--- config.mk ---
export PLATFORM = sky130hd
export DESIGN_NAME = cordic_pipe_flat
export DESIGN_NICKNAME = d
export VERILOG_FILES = /design/src/rtl/cordic_pkg.sv /design/src/rtl/cordic_pipe_if.sv /design/src/rtl/cordic_stage.sv /design/src/rtl/cordic_pipe.sv /design/src/flat_wrapper.sv
export SDC_FILE = /design/constraint.sdc
export NUM_CORES = 2
export LEC_CHECK = 0
export CAP_MARGIN = 20
export CORE_ASPECT_RATIO = 1.2
export CORE_UTILIZATION = 25
export DETAILED_ROUTE_END_ITERATION = 8
export PLACE_DENSITY = 0.42
export SYNTH_ARGS = -nofsm -noshare
export SYNTH_HDL_FRONTEND = slang
export SYNTH_HIERARCHICAL = 1
export SYNTH_SLANG_ARGS = --single-unit
--- constraint.sdc ---
create_clock -name clk -period 11.1 [get_ports clk]
set_input_delay 2.22 -clock clk [delete_from_list [all_inputs] [get_ports clk]]
set_output_delay 2.22 -clock clk [all_outputs]
set_load 0.005 [all_outputs]
--- src/rtl/cordic_pkg.sv ---
// Shared CORDIC constants: mode encoding, 32-bit arctangent table and the
// helper that narrows a table entry to a W-bit binary angle.
package cordic_pkg;

    localparam logic MODE_ROT = 1'b0;
    localparam logic MODE_VEC = 1'b1;

    // round(atan(2^-i) * 2^31 / pi): binary angle where 2^31 is +pi
    localparam logic [31:0] ATAN32 [0:31] = '{
        32'd536870912, 32'd316933406, 32'd167458907, 32'd85004756,
        32'd42667331,  32'd21354465,  32'd10679838,  32'd5340245,
        32'd2670163,   32'd1335087,   32'd667544,    32'd333772,
        32'd166886,    32'd83443,     32'd41722,     32'd20861,
        32'd10430,     32'd5215,      32'd2608,      32'd1304,
        32'd652,       32'd326,       32'd163,       32'd81,
        32'd41,        32'd20,        32'd10,        32'd5,
        32'd3,         32'd1,         32'd1,         32'd0
    };

    // Narrow ATAN32[i] to a w-bit angle, rounding half up.
    function automatic logic [31:0] atan_w(input int i, input int w);
        logic [32:0] sum;
        logic [32:0] shifted;
        if (w >= 32) begin
            return ATAN32[i[4:0]];
        end
        sum     = {1'b0, ATAN32[i[4:0]]} + (33'd1 << (31 - w));
        shifted = sum >> (32 - w);
        return shifted[31:0];
    endfunction

endpackage

--- src/rtl/cordic_pipe_if.sv ---
// Input/output streams of the CORDIC pipe. The slave view belongs to the
// pipe itself, the master view to whatever produces and consumes samples.
interface cordic_pipe_if #(
    parameter int W = 16
);
    logic                in_valid;
    logic                in_ready;
    logic                in_mode;
    logic signed [W-1:0] in_x;
    logic signed [W-1:0] in_y;
    logic signed [W-1:0] in_z;
    logic                out_valid;
    logic                out_ready;
    logic                out_mode;
    logic signed [W+1:0] out_x;
    logic signed [W+1:0] out_y;
    logic signed [W-1:0] out_z;

    modport slave (
        input  in_valid, in_mode, in_x, in_y, in_z, out_ready,
        output in_ready, out_valid, out_mode, out_x, out_y, out_z
    );

    modport master (
        output in_valid, in_mode, in_x, in_y, in_z, out_ready,
        input  in_ready, out_valid, out_mode, out_x, out_y, out_z
    );
endinterface

--- src/rtl/cordic_stage.sv ---
// One CORDIC micro-rotation (index I) with its pipeline registers. The
// direction decision uses this stage's own mode bit so modes can interleave.
module cordic_stage
    import cordic_pkg::*;
#(
    parameter int W = 16,
    parameter int I = 0
) (
    input  logic                clk,
    input  logic                rst_n,
    input  logic                i_adv,
    input  logic                i_valid,
    input  logic                i_mode,
    input  logic signed [W+1:0] i_x,
    input  logic signed [W+1:0] i_y,
    input  logic signed [W-1:0] i_z,
    output logic                o_valid,
    output logic                o_mode,
    output logic signed [W+1:0] o_x,
    output logic signed [W+1:0] o_y,
    output logic signed [W-1:0] o_z
);
    localparam logic [31:0]         ATAN_FULL = atan_w(I, W);
    localparam logic signed [W-1:0] ATAN_I    = ATAN_FULL[W-1:0];

    logic                w_d_pos;
    logic signed [W+1:0] w_xs, w_ys, w_x, w_y;
    logic signed [W-1:0] w_z;
    logic                r_valid, r_mode;
    logic signed [W+1:0] r_x, r_y;
    logic signed [W-1:0] r_z;

    // d=+1 drives z toward 0 in rotation, y toward 0 in vectoring
    assign w_d_pos = (i_mode == MODE_VEC) ? i_y[W+1] : !i_z[W-1];
    assign w_xs    = i_x >>> I;
    assign w_ys    = i_y >>> I;

    // Micro-rotation datapath; all sums wrap at their declared width
    always_comb begin
        w_x = i_x;
        w_y = i_y;
        w_z = i_z;
        if (w_d_pos) begin
            w_x = i_x - w_ys;
            w_y = i_y + w_xs;
            w_z = i_z - ATAN_I;
        end else begin
            w_x = i_x + w_ys;
            w_y = i_y - w_xs;
            w_z = i_z + ATAN_I;
        end
    end

    // Stage registers move only when the whole pipe advances
    always_ff @(posedge clk) begin
        if (!rst_n) begin
            r_valid <= 1'b0;
            r_mode  <= 1'b0;
            r_x     <= '0;
            r_y     <= '0;
            r_z     <= '0;
        end else if (i_adv) begin
            r_valid <= i_valid;
            r_mode  <= i_mode;
            r_x     <= w_x;
            r_y     <= w_y;
            r_z     <= w_z;
        end
    end

    assign o_valid = r_valid;
    assign o_mode  = r_mode;
    assign o_x     = r_x;
    assign o_y     = r_y;
    assign o_z     = r_z;
endmodule

--- src/rtl/cordic_pipe.sv ---
// Fully pipelined CORDIC: quadrant pre-rotation, STAGES micro-rotations and
// an output register, all stalled together by a single advance signal.
module cordic_pipe
    import cordic_pkg::*;
#(
    parameter int W      = 16,
    parameter int STAGES = 16
) (
    input logic          clk,
    input logic          rst_n,
    cordic_pipe_if.slave bus
);
    localparam int XW = W + 2;
    localparam logic signed [W-1:0] QUARTER     = {2'b01, {(W-2){1'b0}}};
    localparam logic signed [W-1:0] NEG_QUARTER = {2'b11, {(W-2){1'b0}}};

    logic                 w_adv;
    logic signed [XW-1:0] w_xe, w_ye, w_px, w_py;
    logic signed [W-1:0]  w_pz;

    logic                 r_p_valid, r_p_mode;
    logic signed [XW-1:0] r_p_x, r_p_y;
    logic signed [W-1:0]  r_p_z;

    logic                 w_sv [0:STAGES];
    logic                 w_sm [0:STAGES];
    logic signed [XW-1:0] w_sx [0:STAGES];
    logic signed [XW-1:0] w_sy [0:STAGES];
    logic signed [W-1:0]  w_sz [0:STAGES];

    logic                 r_out_valid, r_out_mode;
    logic signed [XW-1:0] r_out_x, r_out_y;
    logic signed [W-1:0]  r_out_z;

    // An empty or draining output slot lets every register move one step
    assign w_adv        = !r_out_valid || bus.out_ready;
    assign bus.in_ready = w_adv;

    assign w_xe = {{2{bus.in_x[W-1]}}, bus.in_x};
    assign w_ye = {{2{bus.in_y[W-1]}}, bus.in_y};

    // Quadrant pre-rotation by +/-pi/2 so the micro-rotations only see
    // angles the CORDIC series can reach
    always_comb begin
        w_px = w_xe;
        w_py = w_ye;
        w_pz = bus.in_z;
        if (bus.in_mode == MODE_ROT) begin
            if (bus.in_z >= QUARTER) begin
                w_px = -w_ye;
                w_py = w_xe;
                w_pz = bus.in_z - QUARTER;
            end else if (bus.in_z < NEG_QUARTER) begin
                w_px = w_ye;
                w_py = -w_xe;
                w_pz = bus.in_z + QUARTER;
            end
        end else if (bus.in_x[W-1]) begin
            if (!bus.in_y[W-1]) begin
                w_px = w_ye;
                w_py = -w_xe;
                w_pz = bus.in_z + QUARTER;
            end else begin
                w_px = -w_ye;
                w_py = w_xe;
                w_pz = bus.in_z - QUARTER;
            end
        end
    end

    // Stage P register; samples offered during reset are dropped
    always_ff @(posedge clk) begin
        if (!rst_n) begin
            r_p_valid <= 1'b0;
            r_p_mode  <= 1'b0;
            r_p_x     <= '0;
            r_p_y     <= '0;
            r_p_z     <= '0;
        end else if (w_adv) begin
            r_p_valid <= bus.in_valid;
            r_p_mode  <= bus.in_mode;
            r_p_x     <= w_px;
            r_p_y     <= w_py;
            r_p_z     <= w_pz;
        end
    end

    assign w_sv[0] = r_p_valid;
    assign w_sm[0] = r_p_mode;
    assign w_sx[0] = r_p_x;
    assign w_sy[0] = r_p_y;
    assign w_sz[0] = r_p_z;

    for (genvar gi = 0; gi < STAGES; gi++) begin : g_stage
        cordic_stage #(.W(W), .I(gi)) u_stage (
            .clk     (clk),
            .rst_n   (rst_n),
            .i_adv   (w_adv),
            .i_valid (w_sv[gi]),
            .i_mode  (w_sm[gi]),
            .i_x     (w_sx[gi]),
            .i_y     (w_sy[gi]),
            .i_z     (w_sz[gi]),
            .o_valid (w_sv[gi+1]),
            .o_mode  (w_sm[gi+1]),
            .o_x     (w_sx[gi+1]),
            .o_y     (w_sy[gi+1]),
            .o_z     (w_sz[gi+1])
        );
    end

    // Output register holds the result steady while the consumer stalls
    always_ff @(posedge clk) begin
        if (!rst_n) begin
            r_out_valid <= 1'b0;
            r_out_mode  <= 1'b0;
            r_out_x     <= '0;
            r_out_y     <= '0;
            r_out_z     <= '0;
        end else if (w_adv) begin
            r_out_valid <= w_sv[STAGES];
            r_out_mode  <= w_sm[STAGES];
            r_out_x     <= w_sx[STAGES];
            r_out_y     <= w_sy[STAGES];
            r_out_z     <= w_sz[STAGES];
        end
    end

    assign bus.out_valid = r_out_valid;
    assign bus.out_mode  = r_out_mode;
    assign bus.out_x     = r_out_x;
    assign bus.out_y     = r_out_y;
    assign bus.out_z     = r_out_z;
endmodule

--- src/flat_wrapper.sv ---
// flat-port wrapper written by rule: the top's interface ports become plain ports
module cordic_pipe_flat import cordic_pkg::*;
#(
    parameter int W      = 16,
    parameter int STAGES = 16
)
  (clk, rst_n, bus_in_valid, bus_in_mode, bus_in_x, bus_in_y, bus_in_z, bus_out_ready, bus_in_ready, bus_out_valid, bus_out_mode, bus_out_x, bus_out_y, bus_out_z);
  cordic_pipe_if #(.W(W)) bus_i ();
  input logic clk;
  input logic rst_n;
  input wire logic [$bits(bus_i.in_valid)-1:0] bus_in_valid;
  input wire logic [$bits(bus_i.in_mode)-1:0] bus_in_mode;
  input wire logic [$bits(bus_i.in_x)-1:0] bus_in_x;
  input wire logic [$bits(bus_i.in_y)-1:0] bus_in_y;
  input wire logic [$bits(bus_i.in_z)-1:0] bus_in_z;
  input wire logic [$bits(bus_i.out_ready)-1:0] bus_out_ready;
  output wire logic [$bits(bus_i.in_ready)-1:0] bus_in_ready;
  output wire logic [$bits(bus_i.out_valid)-1:0] bus_out_valid;
  output wire logic [$bits(bus_i.out_mode)-1:0] bus_out_mode;
  output wire logic [$bits(bus_i.out_x)-1:0] bus_out_x;
  output wire logic [$bits(bus_i.out_y)-1:0] bus_out_y;
  output wire logic [$bits(bus_i.out_z)-1:0] bus_out_z;
  assign bus_i.in_valid = bus_in_valid;
  assign bus_i.in_mode = bus_in_mode;
  assign bus_i.in_x = bus_in_x;
  assign bus_i.in_y = bus_in_y;
  assign bus_i.in_z = bus_in_z;
  assign bus_i.out_ready = bus_out_ready;
  assign bus_in_ready = bus_i.in_ready;
  assign bus_out_valid = bus_i.out_valid;
  assign bus_out_mode = bus_i.out_mode;
  assign bus_out_x = bus_i.out_x;
  assign bus_out_y = bus_i.out_y;
  assign bus_out_z = bus_i.out_z;
  cordic_pipe #(.W(W), .STAGES(STAGES)) u_core (.clk(clk), .rst_n(rst_n), .bus(bus_i));
endmodule
==> results.py <==
metrics = {
    "synthesis": {
        "ys_seq_elements": 971,
        "synthArstFlopShare_pct": 0,
        "syn_inst": 10100,
        "ys_types": 157,
        "synth_top_area_share_pct": 24.1,
        "yosysTopAreaCell": "dfxtp_1",
        "synth.net_count": 11100,
        "synth_area_per_cell_sq_um": 7.97,
        "synth_area_sq_um": 80800,
        "yosys-top-cells-area": "dfxtp_1, ha_1, a21oi_1, xnor2_1, nor2_1",
        "synth_flop_cell": "dfxtp_1",
        "ys_warn_count": 6,
        "synth_edf_count": 0,
        "synth_seq_area_share_pct": 24.1,
    },
    "final_layout": {
        "layout_common_cells": "dfxtp_1, nor2_1, nand2_1",
        "area_growth_pct": 11.9,
        "nNetsFinal": 11000,
        "n_fill_cell": 34500,
        "stdcell_area_sq_um": 90400,
        "drive_above_1_share_pct": 5.21,
        "final_common_cell": "dfxtp_1",
    },
    "worst_setup_path": {
        "endpoint_kind": "output pin",
        "arrival_ns": 4.31,
        "start_kind": "primary input",
        "worst-setup-path-type": "in -> out",
        "r2r_slack_ns": 6.45,
        "reg2reg_depth": 12,
        "cp_slowest_stage_delay_ns": 0.56,
        "crit_chain": "clkdlybuf4s50_1 > nor2b_4 > buf_12 > inv_8 > clkdlybuf4s50_1",
        "critPathSlowestCell": "clkdlybuf4s50_1",
        "cp_common_cell": "clkdlybuf4s50_1",
        "required_ns": 8.88,
        "path_max_fanout": 101,
    },
    "global_routing": {
        "antenna_found_initial": 10,
        "grt_pass1_wl_um": 430000,
        "grt_overflow": 0,
        "grt_max_degree": 150,
        "grt.total_usage_pct": 16.6,
        "grt_pass1_vias": 71800,
    },
    "floorplanning": {
        "rows": 228,
        "die-area_sq_um": 325000,
        "die_w_um": 521,
        "ioPinCount": 108,
        "core-area_sq_um": 322000,
        "die_y_um": 625,
        "start_util_pct": 25.1,
    },
    "clock_network": {
        "path_clk_slew_ns": 0.06,
        "clock_latency_ns": 0.82,
        "ctsResizeCount": 0,
        "cts_hold_buf": 0,
        "htree_num_levels": 4,
        "post_cts_buffers": 0,
        "root_buffer": "clkbuf_16",
        "numCtsBuffers": 139,
        "clock_sinks": 971,
        "cts_tree": "done",
        "clockBufferDepth": 4,
    },
    "routing": {
        "routedWlPerCell_um": 19.5,
        "vias": 73200,
        "antenna_left": 0,
        "first_pass_iters": 5,
        "drtIter0Drc": 3985,
        "postRouteWirelength_um": 280000,
        "vias_per_cell": 5.09,
        "drc": 0,
    },
    "min_path": {
        "min_path_type": "reg -> reg",
        "min_path_cells": 2,
    },
    "timing": {
        "rsz0062_at_grt": "no",
        "fin_setup_tns_ns": 0,
        "skew_ns": 0.0592,
        "setup_viol": 0,
        "layout_min_cycle_time_ns": 6.53,
        "slew_violations": 0,
        "slew-limit-headroom_pct": 21.9,
        "layout_worst_path_cycle_share_pct": 58.9,
        "max_freq_mhz": 153,
        "hold_violations": 0,
        "tightest_slew_ns": 1.16,
    },
    "placed_design": {
        "placed_area_sq_um": 86000,
        "place_congestion": 0.862,
        "port_buffers": 107,
        "hpwlAfterDp_um": 219000,
    },
    "run": {
        "maxCapViolCount": 0,
    },
    "run_status": {
        "status": "finished clean",
    },
}
final timing paths:
kind / to / from
min: u_core/bus.out_x[12] / u_core/g_stage[15].u_stage/o_x[12]
max reg2reg: u_core/g_stage[10].u_stage/o_y[12] / u_core/g_stage[9].u_stage/o_mode
max: bus_in_ready / bus_out_ready
min reg2reg: u_core/bus.out_x[12] / u_core/g_stage[15].u_stage/o_x[12]
critical path, delay by kind of cell:
kind | cells | cell delay, ns
buf+inv | 4 | 1.73
simple gates | 1 | 0.14
area by class of cell:
| cell class | instances | area, sq um | share of cell area [%] |
|---|---|---|---|
| multi-input cells | 8342 | 58000 | 64.2 |
| clock inverters | 52 | 548 | 0.606 |
| well taps | 4255 | 5320 | 5.89 |
| repair buffers | 187 | 1730 | 1.92 |
| diodes | 3 | 7.51 | 0.00831 |
| flip-flops and latches | 971 | 19400 | 21.5 |
| inverters | 390 | 1470 | 1.63 |
| clock buffers | 181 | 3820 | 4.23 |
synthesized netlist by cell type, types with 36 or more instances:
| master | number |
|---|---|
| o21ai_1 | 147 |
| buf_1 | 46 |
| nor2_1 | 920 |
| o211a_1 | 37 |
| nand4_1 | 68 |
| buf_2 | 36 |
| a21o_1 | 260 |
| a211o_1 | 57 |
| o211ai_1 | 105 |
| a211oi_1 | 212 |
| xnor2_1 | 455 |
| nor2b_1 | 204 |
| nand3b_1 | 44 |
| o2111ai_1 | 38 |
| a21oi_1 | 842 |
| a31oi_1 | 108 |
| nand3_1 | 268 |
| inv_1 | 365 |
| clkbuf_1 | 324 |
| ha_1 | 826 |
| o21a_1 | 146 |
| and3_1 | 96 |
| nand2_1 | 897 |
| o21ai_0 | 568 |
| nor3_1 | 207 |
| o21bai_1 | 81 |
| nand2b_1 | 102 |
| nor4_1 | 46 |
| mux2i_1 | 337 |
| and2_1 | 54 |
| or3_1 | 80 |
| fa_1 | 48 |
| xor2_1 | 278 |
| o31ai_1 | 86 |
| dfxtp_1 | 971 |
sequential cells by signal, indices dropped and copies added (netlist names):
signal / count
u_core/bus.out_mode: 1
u_core/bus.out_valid: 1
u_core/bus.out_x: 18
u_core/bus.out_y: 18
u_core/bus.out_z: 16
u_core/g_stage.u_stage/o_mode: 16
u_core/g_stage.u_stage/o_valid: 16
u_core/g_stage.u_stage/o_x: 287
u_core/g_stage.u_stage/o_y: 288
u_core/g_stage.u_stage/o_z: 256
u_core/r_p_mode: 1
u_core/r_p_valid: 1
u_core/r_p_x: 18
u_core/r_p_y: 18
u_core/r_p_z: 16
cells by family (layout without fill, tap and decap cells):
group | count (synthesis) | in the layout | synth area share (%)
AND/OR/NAND/NOR | 3197 | 3197 | 19.2
AO/OA/AOI/OAI | 3166 | 3166 | 26.0
flip-flops | 971 | 971 | 24.1
adder cells (fa/ha/maj) | 874 | 874 | 14.0
buffers and inverters | 827 | 810 | 4.13
XOR/XNOR | 739 | 739 | 8.07
multiplexers | 366 | 366 | 4.61
other | 0 | 3 | 0
through the flow:
step | utilization, % | hold WS (ns) | instances | setup WS, ns
after floorplan | - | 0.420 | 10100 | 5.47
after global placement | 26.7 | 0.448 | 14100 | 4.60
after detailed placement | 26.7 | 0.446 | 14100 | 4.57
after CTS | 28.1 | 0.457 | 14400 | 4.57
after global routing | 28.1 | 0.466 | 14400 | 4.49
final | 28.1 | 0.450 | 14400 | 4.57
per-layer routing:
metal / up-vias / global-route usage, % / share of wire, %
met2: 1163 / 31.4 / 51
met4: 0 / 6.01 / 3.7
met3: 413 / 1.59 / 2.7
met1: 34800 / 19.2 / 42
li1: 36800 / - / -
met5: - / 0 / 0
Power is left out: the tool's default activity adds up to more than one toggle a clock period on the data nets, which glitch-free logic cannot reach.
